--- config.mk ---
export PLATFORM = sky130hd
export DESIGN_NAME = icache_flat
export DESIGN_NICKNAME = d
export VERILOG_FILES = /design/src/rtl/icache_if.sv /design/src/rtl/icache.sv /design/src/flat_wrapper.sv
export SDC_FILE = /design/constraint.sdc
export NUM_CORES = 2
export LEC_CHECK = 0
export CAP_MARGIN = 20
export CORE_MARGIN = 10
export CORE_UTILIZATION = 57
export DETAILED_ROUTE_END_ITERATION = 7
export PLACE_DENSITY = 0.79
export SLEW_MARGIN = 40
export SYNTH_ARGS = -nofsm -noshare
export SYNTH_HDL_FRONTEND = slang
export SYNTH_SLANG_ARGS = --single-unit
--- constraint.sdc ---
create_clock -name clk -period 3.5 [get_ports clk]
set_clock_uncertainty 0.05 [all_clocks]
set_input_delay 0.7 -clock clk [delete_from_list [all_inputs] [get_ports clk]]
set_output_delay 0.7 -clock clk [all_outputs]
set_load 0.01 [all_outputs]
--- src/rtl/icache_if.sv ---
// rtl/icache_if.sv - fetch-side and refill-side handshake bundle for the instruction cache
//
// Purpose: groups the fetch request/response, flush and memory refill signals.
// Ports (signals):
//   req_valid/req_ready/req_addr         fetch request from the fetch stage
//   resp_valid/resp_data                 one-cycle instruction response
//   flush_i                              invalidate all lines (fence.i)
//   mem_req_valid/mem_req_ready/mem_req_addr   refill word request
//   mem_resp_valid/mem_resp_data         refill word return
// Modports: slave = the cache, master = fetch stage plus memory.
interface icache_if #(
   parameter int ADDR_WIDTH = 32,
   parameter int DATA_WIDTH = 32
);
   logic                  req_valid;
   logic                  req_ready;
   logic [ADDR_WIDTH-1:0] req_addr;
   logic                  resp_valid;
   logic [DATA_WIDTH-1:0] resp_data;
   logic                  flush_i;
   logic                  mem_req_valid;
   logic                  mem_req_ready;
   logic [ADDR_WIDTH-1:0] mem_req_addr;
   logic                  mem_resp_valid;
   logic [DATA_WIDTH-1:0] mem_resp_data;

   modport slave (
      input  req_valid, req_addr, flush_i, mem_req_ready, mem_resp_valid, mem_resp_data,
      output req_ready, resp_valid, resp_data, mem_req_valid, mem_req_addr
   );

   modport master (
      output req_valid, req_addr, flush_i, mem_req_ready, mem_resp_valid, mem_resp_data,
      input  req_ready, resp_valid, resp_data, mem_req_valid, mem_req_addr
   );
endinterface

--- src/rtl/icache.sv ---
// rtl/icache.sv - direct-mapped blocking instruction cache with in-order line refill
//
// Purpose: serves one fetch at a time; hits answer in the LOOKUP cycle, misses
// refill the whole line word by word (offset 0 first) and answer from DONE.
// Ports:
//   clk        clock, rising edge
//   rst_n      synchronous active-low reset
//   bus        icache_if.slave (fetch request/response, flush, memory refill)
//   hit_cnt    32-bit LOOKUP hit count   (only with ICACHE_PERF_EN)
//   miss_cnt   32-bit LOOKUP miss count  (only with ICACHE_PERF_EN)
// Configuration macro: ICACHE_PERF_EN adds the hit/miss counters.
module icache #(
   parameter int ADDR_WIDTH = 32,
   parameter int DATA_WIDTH = 32,
   parameter int LINE_WORDS = 4,
   parameter int NUM_LINES  = 16
) (
   input  logic        clk,
   input  logic        rst_n,
   icache_if.slave     bus
`ifdef ICACHE_PERF_EN
   ,
   output logic [31:0] hit_cnt,
   output logic [31:0] miss_cnt
`endif
);
   localparam int OFF_W    = $clog2(LINE_WORDS);
   localparam int IDX_W    = $clog2(NUM_LINES);
   localparam int LINE_LSB = OFF_W + 2;
   localparam int TAG_W    = ADDR_WIDTH - IDX_W - LINE_LSB;

   typedef enum logic [2:0] {IDLE, LOOKUP, REFILL_REQ, REFILL_WAIT, DONE} state_t;

   state_t                state;
   logic [ADDR_WIDTH-1:0] addr_q;
   logic                  lookup_hit;
   logic                  flush_pend;
   logic [OFF_W-1:0]      cnt;
   logic [NUM_LINES-1:0]  valid;
   logic [TAG_W-1:0]      tag_mem  [NUM_LINES];
   logic [DATA_WIDTH-1:0] data_mem [NUM_LINES*LINE_WORDS];

   logic                  resp_valid_q;
   logic [DATA_WIDTH-1:0] resp_data_q;
   logic                  mem_req_valid_q;
   logic [ADDR_WIDTH-1:0] mem_req_addr_q;

   logic [OFF_W-1:0] req_off, q_off;
   logic [IDX_W-1:0] req_idx, q_idx;
   logic [TAG_W-1:0] req_tag, q_tag;
   logic             req_hit, last_word, to_idle;
   logic             unused_byte_bits;

   assign req_off = bus.req_addr[2 +: OFF_W];
   assign req_idx = bus.req_addr[LINE_LSB +: IDX_W];
   assign req_tag = bus.req_addr[ADDR_WIDTH-1 -: TAG_W];
   assign q_off   = addr_q[2 +: OFF_W];
   assign q_idx   = addr_q[LINE_LSB +: IDX_W];
   assign q_tag   = addr_q[ADDR_WIDTH-1 -: TAG_W];
   assign unused_byte_bits = ^{bus.req_addr[1:0], addr_q[1:0]};

   assign req_hit   = valid[req_idx] && (tag_mem[req_idx] == req_tag);
   assign last_word = (cnt == OFF_W'(LINE_WORDS - 1));
   assign to_idle   = ((state == LOOKUP) && lookup_hit) || (state == DONE);

   // req_ready has to fall in the very cycle flush_i is raised, so it is a
   // decode of the state and the flush input rather than a register.
   assign bus.req_ready     = (state == IDLE) && !bus.flush_i;
   assign bus.resp_valid    = resp_valid_q;
   assign bus.resp_data     = resp_data_q;
   assign bus.mem_req_valid = mem_req_valid_q;
   assign bus.mem_req_addr  = mem_req_addr_q;

   // Tag/data arrays carry no reset; the valid bits alone qualify them.
   always_ff @(posedge clk) begin
      if ((state == REFILL_WAIT) && bus.mem_resp_valid)
         data_mem[{q_idx, cnt}] <= bus.mem_resp_data;
      if (state == DONE)
         tag_mem[q_idx] <= q_tag;
   end

   always_ff @(posedge clk) begin
      if (!rst_n) begin
         state           <= IDLE;
         addr_q          <= '0;
         lookup_hit      <= 1'b0;
         flush_pend      <= 1'b0;
         cnt             <= '0;
         valid           <= '0;
         resp_valid_q    <= 1'b0;
         resp_data_q     <= '0;
         mem_req_valid_q <= 1'b0;
         mem_req_addr_q  <= '0;
`ifdef ICACHE_PERF_EN
         hit_cnt         <= '0;
         miss_cnt        <= '0;
`endif
      end else begin
         resp_valid_q <= 1'b0;
         case (state)
            IDLE: begin
               if (bus.flush_i) begin
                  valid <= '0;
               end else if (bus.req_valid) begin
                  // The tag compare is done against the incoming address so the
                  // hit response is already registered during LOOKUP.
                  addr_q       <= bus.req_addr;
                  lookup_hit   <= req_hit;
                  resp_valid_q <= req_hit;
                  resp_data_q  <= data_mem[{req_idx, req_off}];
                  state        <= LOOKUP;
               end
            end
            LOOKUP: begin
               if (lookup_hit) begin
                  state <= IDLE;
`ifdef ICACHE_PERF_EN
                  hit_cnt <= hit_cnt + 32'd1;
`endif
               end else begin
                  valid[q_idx]    <= 1'b0;
                  cnt             <= '0;
                  mem_req_valid_q <= 1'b1;
                  mem_req_addr_q  <= {addr_q[ADDR_WIDTH-1:LINE_LSB], {OFF_W{1'b0}}, 2'b00};
                  state           <= REFILL_REQ;
`ifdef ICACHE_PERF_EN
                  miss_cnt <= miss_cnt + 32'd1;
`endif
               end
            end
            REFILL_REQ: begin
               if (bus.mem_req_ready) begin
                  mem_req_valid_q <= 1'b0;
                  state           <= REFILL_WAIT;
               end
            end
            REFILL_WAIT: begin
               if (bus.mem_resp_valid) begin
                  if (last_word) begin
                     // The requested word may be the one arriving right now.
                     resp_valid_q <= 1'b1;
                     resp_data_q  <= (q_off == cnt) ? bus.mem_resp_data
                                                    : data_mem[{q_idx, q_off}];
                     state        <= DONE;
                  end else begin
                     cnt             <= cnt + OFF_W'(1);
                     mem_req_valid_q <= 1'b1;
                     mem_req_addr_q  <= {addr_q[ADDR_WIDTH-1:LINE_LSB], cnt + OFF_W'(1), 2'b00};
                     state           <= REFILL_REQ;
                  end
               end
            end
            DONE: begin
               valid[q_idx] <= 1'b1;
               state        <= IDLE;
            end
            default: state <= IDLE;
         endcase

         // A flush seen while busy is deferred to the return to IDLE and then
         // wipes every line, the one just refilled included.
         if (state != IDLE) begin
            if (bus.flush_i)
               flush_pend <= 1'b1;
            if (to_idle && (flush_pend || bus.flush_i)) begin
               valid      <= '0;
               flush_pend <= 1'b0;
            end
         end
      end
   end
endmodule

--- src/flat_wrapper.sv ---
// flat-port wrapper written by rule: the top's interface ports become plain ports
module icache_flat 
#(
   parameter int ADDR_WIDTH = 32,
   parameter int DATA_WIDTH = 32,
   parameter int LINE_WORDS = 4,
   parameter int NUM_LINES  = 16
)
  (clk, rst_n, bus_req_valid, bus_req_addr, bus_flush_i, bus_mem_req_ready, bus_mem_resp_valid, bus_mem_resp_data, bus_req_ready, bus_resp_valid, bus_resp_data, bus_mem_req_valid, bus_mem_req_addr);
  icache_if #(.ADDR_WIDTH(ADDR_WIDTH), .DATA_WIDTH(DATA_WIDTH)) bus_i ();
  input  logic clk;
  input  logic rst_n;
  input wire logic [$bits(bus_i.req_valid)-1:0] bus_req_valid;
  input wire logic [$bits(bus_i.req_addr)-1:0] bus_req_addr;
  input wire logic [$bits(bus_i.flush_i)-1:0] bus_flush_i;
  input wire logic [$bits(bus_i.mem_req_ready)-1:0] bus_mem_req_ready;
  input wire logic [$bits(bus_i.mem_resp_valid)-1:0] bus_mem_resp_valid;
  input wire logic [$bits(bus_i.mem_resp_data)-1:0] bus_mem_resp_data;
  output wire logic [$bits(bus_i.req_ready)-1:0] bus_req_ready;
  output wire logic [$bits(bus_i.resp_valid)-1:0] bus_resp_valid;
  output wire logic [$bits(bus_i.resp_data)-1:0] bus_resp_data;
  output wire logic [$bits(bus_i.mem_req_valid)-1:0] bus_mem_req_valid;
  output wire logic [$bits(bus_i.mem_req_addr)-1:0] bus_mem_req_addr;
  assign bus_i.req_valid = bus_req_valid;
  assign bus_i.req_addr = bus_req_addr;
  assign bus_i.flush_i = bus_flush_i;
  assign bus_i.mem_req_ready = bus_mem_req_ready;
  assign bus_i.mem_resp_valid = bus_mem_resp_valid;
  assign bus_i.mem_resp_data = bus_mem_resp_data;
  assign bus_req_ready = bus_i.req_ready;
  assign bus_resp_valid = bus_i.resp_valid;
  assign bus_resp_data = bus_i.resp_data;
  assign bus_mem_req_valid = bus_i.mem_req_valid;
  assign bus_mem_req_addr = bus_i.mem_req_addr;
  icache #(.ADDR_WIDTH(ADDR_WIDTH), .DATA_WIDTH(DATA_WIDTH), .LINE_WORDS(LINE_WORDS), .NUM_LINES(NUM_LINES)) u_core (.clk(clk), .rst_n(rst_n), .bus(bus_i));
endmodule
==> run metrics <==
status=complete, no violations; ys async rst share=0; post-synth cell types=63; vias in the first global route=67000; WL final=353 mm; drt drc=0; Placement Cell Area=0.122 sq mm; die area=0.218 sq mm; DR WL/cell=41.4 um; global-route wire length before repair=499 mm; boundary pin count=137; arrival time worst endpoint=4.07 ns; cell with the most instances after synthesis=edfxtp_1; non-filler cells, final=8515; Final Hold Slack=0.0786 ns; Design Area, Final=0.130 sq mm; Placed Cells=8039; Post CTS Setup Buffer Count=0; crit path time final=3.23 ns; post-DP HPWL=197 mm; remaining antenna violation count=0; Crit-path slowest cell=or4_1; routability cong.=0.878; register area share after synthesis=0.663; Post-CTS Resized=0; Post-synth EDFFs=2432; CTS Root Cell=clkbuf_16; Peak VDD IR=0.000556 V; slew margin rel.=0.392; CTS Buf Count=275; nets=5747; critical path's largest stage delay=0.62 ns; startpoint types=register; endpoints failing setup=0; top post-synthesis cells by count=edfxtp_1 (2432), mux4_2 (1358), clkbuf_1 (205); Setup CP Type=reg2reg; Syn Inst Count=5272; Synthesis Warnings=0; die width=467 um; CP max FO=2; row count=163; Crit path required time=4.33 ns; Mapped Avg Cell Area=21.6 sq um; Starting Density=0.575; Port Buf Inserts=132; Clk pin slew, worst setup/hold paths=0.06 ns; register bit total from synthesis=2553; PwrDens=513 mW/mm^2; cell taking the most area after synthesis=edfxtp_1; final hold viol count=0; unrepaired setup endpoints after global routing=false; Initial DRC Count=11100; CP endpoint kind=register; share of cells above drive strength 1=0.384; critical-path cell list=mux4_1 > mux2i_1 > o21ai_0 > a211oi_1 > buf_4 > a31oi_1 > or4_1 > nor4_2 > or2_1; drt first pass iters=6; fmax=309 MHz; Clk Latency, worst-skew pair=0.94 ns; Bufs and invs on worst path=1; Area contributors post-synth=edfxtp_1 (64%), mux4_2 (27%), dfxtp_1 (2.1%); Final Power=66.6 mW; H-tree depth=5; worst slew pin tran=0.912 ns; grt ovf=0; Hold WC Path Type=in2reg; Hold Buf Count CTS=0; Leak=40.2 nW; MaxCap Viol Count=0; GRT Total Usage=0.323; area grow syn2layout=14.2%; antenna violations before repair=14; clock sink count=2553; period utilization=0.924; core footprint=0.198 sq mm; Yosys top cell area share=0.642; Via density=7.72; Via Count=65800; Slew Viols, Final=0; die height=467 um; ys flop type=edfxtp_1; pin count of the biggest net entering global routing=66; TritonCTS clock tree=done; CP delay by family, top=simple AND/OR/NAND/NOR gates; clock buffer depth=4; Mapped Area=0.114 sq mm
==> report_power, final <==
group	switching [mW]	leakage, nW	internal [mW]
Combinational	2.89	13.0	2.43
Sequential	0.219	23.1	33.5
Clock	11.6	4.07	15.9
==> final cells by class <==
cell class | instances | area (sq um)
Sequential cell | 2553 | 75500
Fill cell | 12100 | 67900
Inverter | 30 | 113
Tap cell | 2640 | 3300
Clock inverter | 105 | 800
Multi-Input combinational cell | 2291 | 36900
Timing Repair Buffer | 525 | 5770
Antenna cell | 7 | 17.5
Clock buffer | 364 | 7510
==> layer usage <==
layer	share of wire	global-route usage	vias up
met2	0.46	0.490	6376
met4	0.067	0.179	14
met5	0.00026	0	-
met1	0.32	0.416	34100
li1	-	-	23900
met3	0.15	0.106	1381
==> cells by family after synthesis <==
logic type      Yosys count  synth area share
mux                    1458             0.280
fa+ha+maj                 1          0.000110
buf+inv                 429            0.0166
simple gates            438            0.0168
compound gates          357            0.0207
xor+xnor                 35           0.00270
flops                  2553             0.663
other cells               1         0.0000330
==> final timing paths <==
| path | start | to | slack [ns] | cells past startpoint |
|---|---|---|---|---|
| hold reg to reg | u_core.bus.mem_req_addr[25] | u_core.bus.mem_req_addr[25] | 0.41 | 2 |
| setup / recovery | u_core.tag_mem[5][22] | u_core.bus.resp_valid | 0.27 | 9 |
| setup reg to reg | u_core.tag_mem[5][22] | u_core.bus.resp_valid | 0.27 | 9 |
| hold / removal | bus_mem_resp_data[21] | u_core.data_mem[37][21] | 0.08 | 1 |
==> placed cells by master (no fill, tap or decap), types with 41 or more instances in the layout <==
master              n
a21oi_1           120
buf_4             291
nor2_4             66
buf_12            126
nand3_1            43
nor2_1             57
clkinv_1           44
clkbuf_1           70
dfxtp_1           116
edfxtp_1         2432
a22oi_1            47
o21ai_0            55
clkinv_2           41
mux2i_1            69
clkdlybuf4s50_1    94
clkbuf_16         285
nand2_1           185
mux4_2           1358
==> flip-flops by register name, summed over array words and instances (netlist names), 3 cells and up, named ones only <==
name / flops
u_core.state: 3
u_core.addr_q: 30
u_core.bus.mem_req_addr: 29
u_core.bus.resp_data: 32
u_core.valid: 16
u_core.data_mem: 2048
u_core.tag_mem: 384
==> through the flow <==
stage	worst slack, ns	TNS (ns)	util
6_report	0.268	0	0.657
5_1_grt	0.190	0	0.657
4_1_cts	0.278	0	0.656
3_5_place_dp	-0.209	-0.407	0.614
3_3_place_gp	-0.170	-0.338	0.614
2_1_floorplan	-0.0583	-57.10	-
==> worst register-to-register path, stage by stage, from the launching register on <==
cell	delay, ns
edfxtp_1	0.36
mux4_1	0.50
mux2i_1	0.31
o21ai_0	0.21
a211oi_1	0.25
buf_4	0.14
a31oi_1	0.09
or4_1	0.62
nor4_2	0.48
or2_1	0.16
No activity file was read; power rests on OpenSTA's default activity.
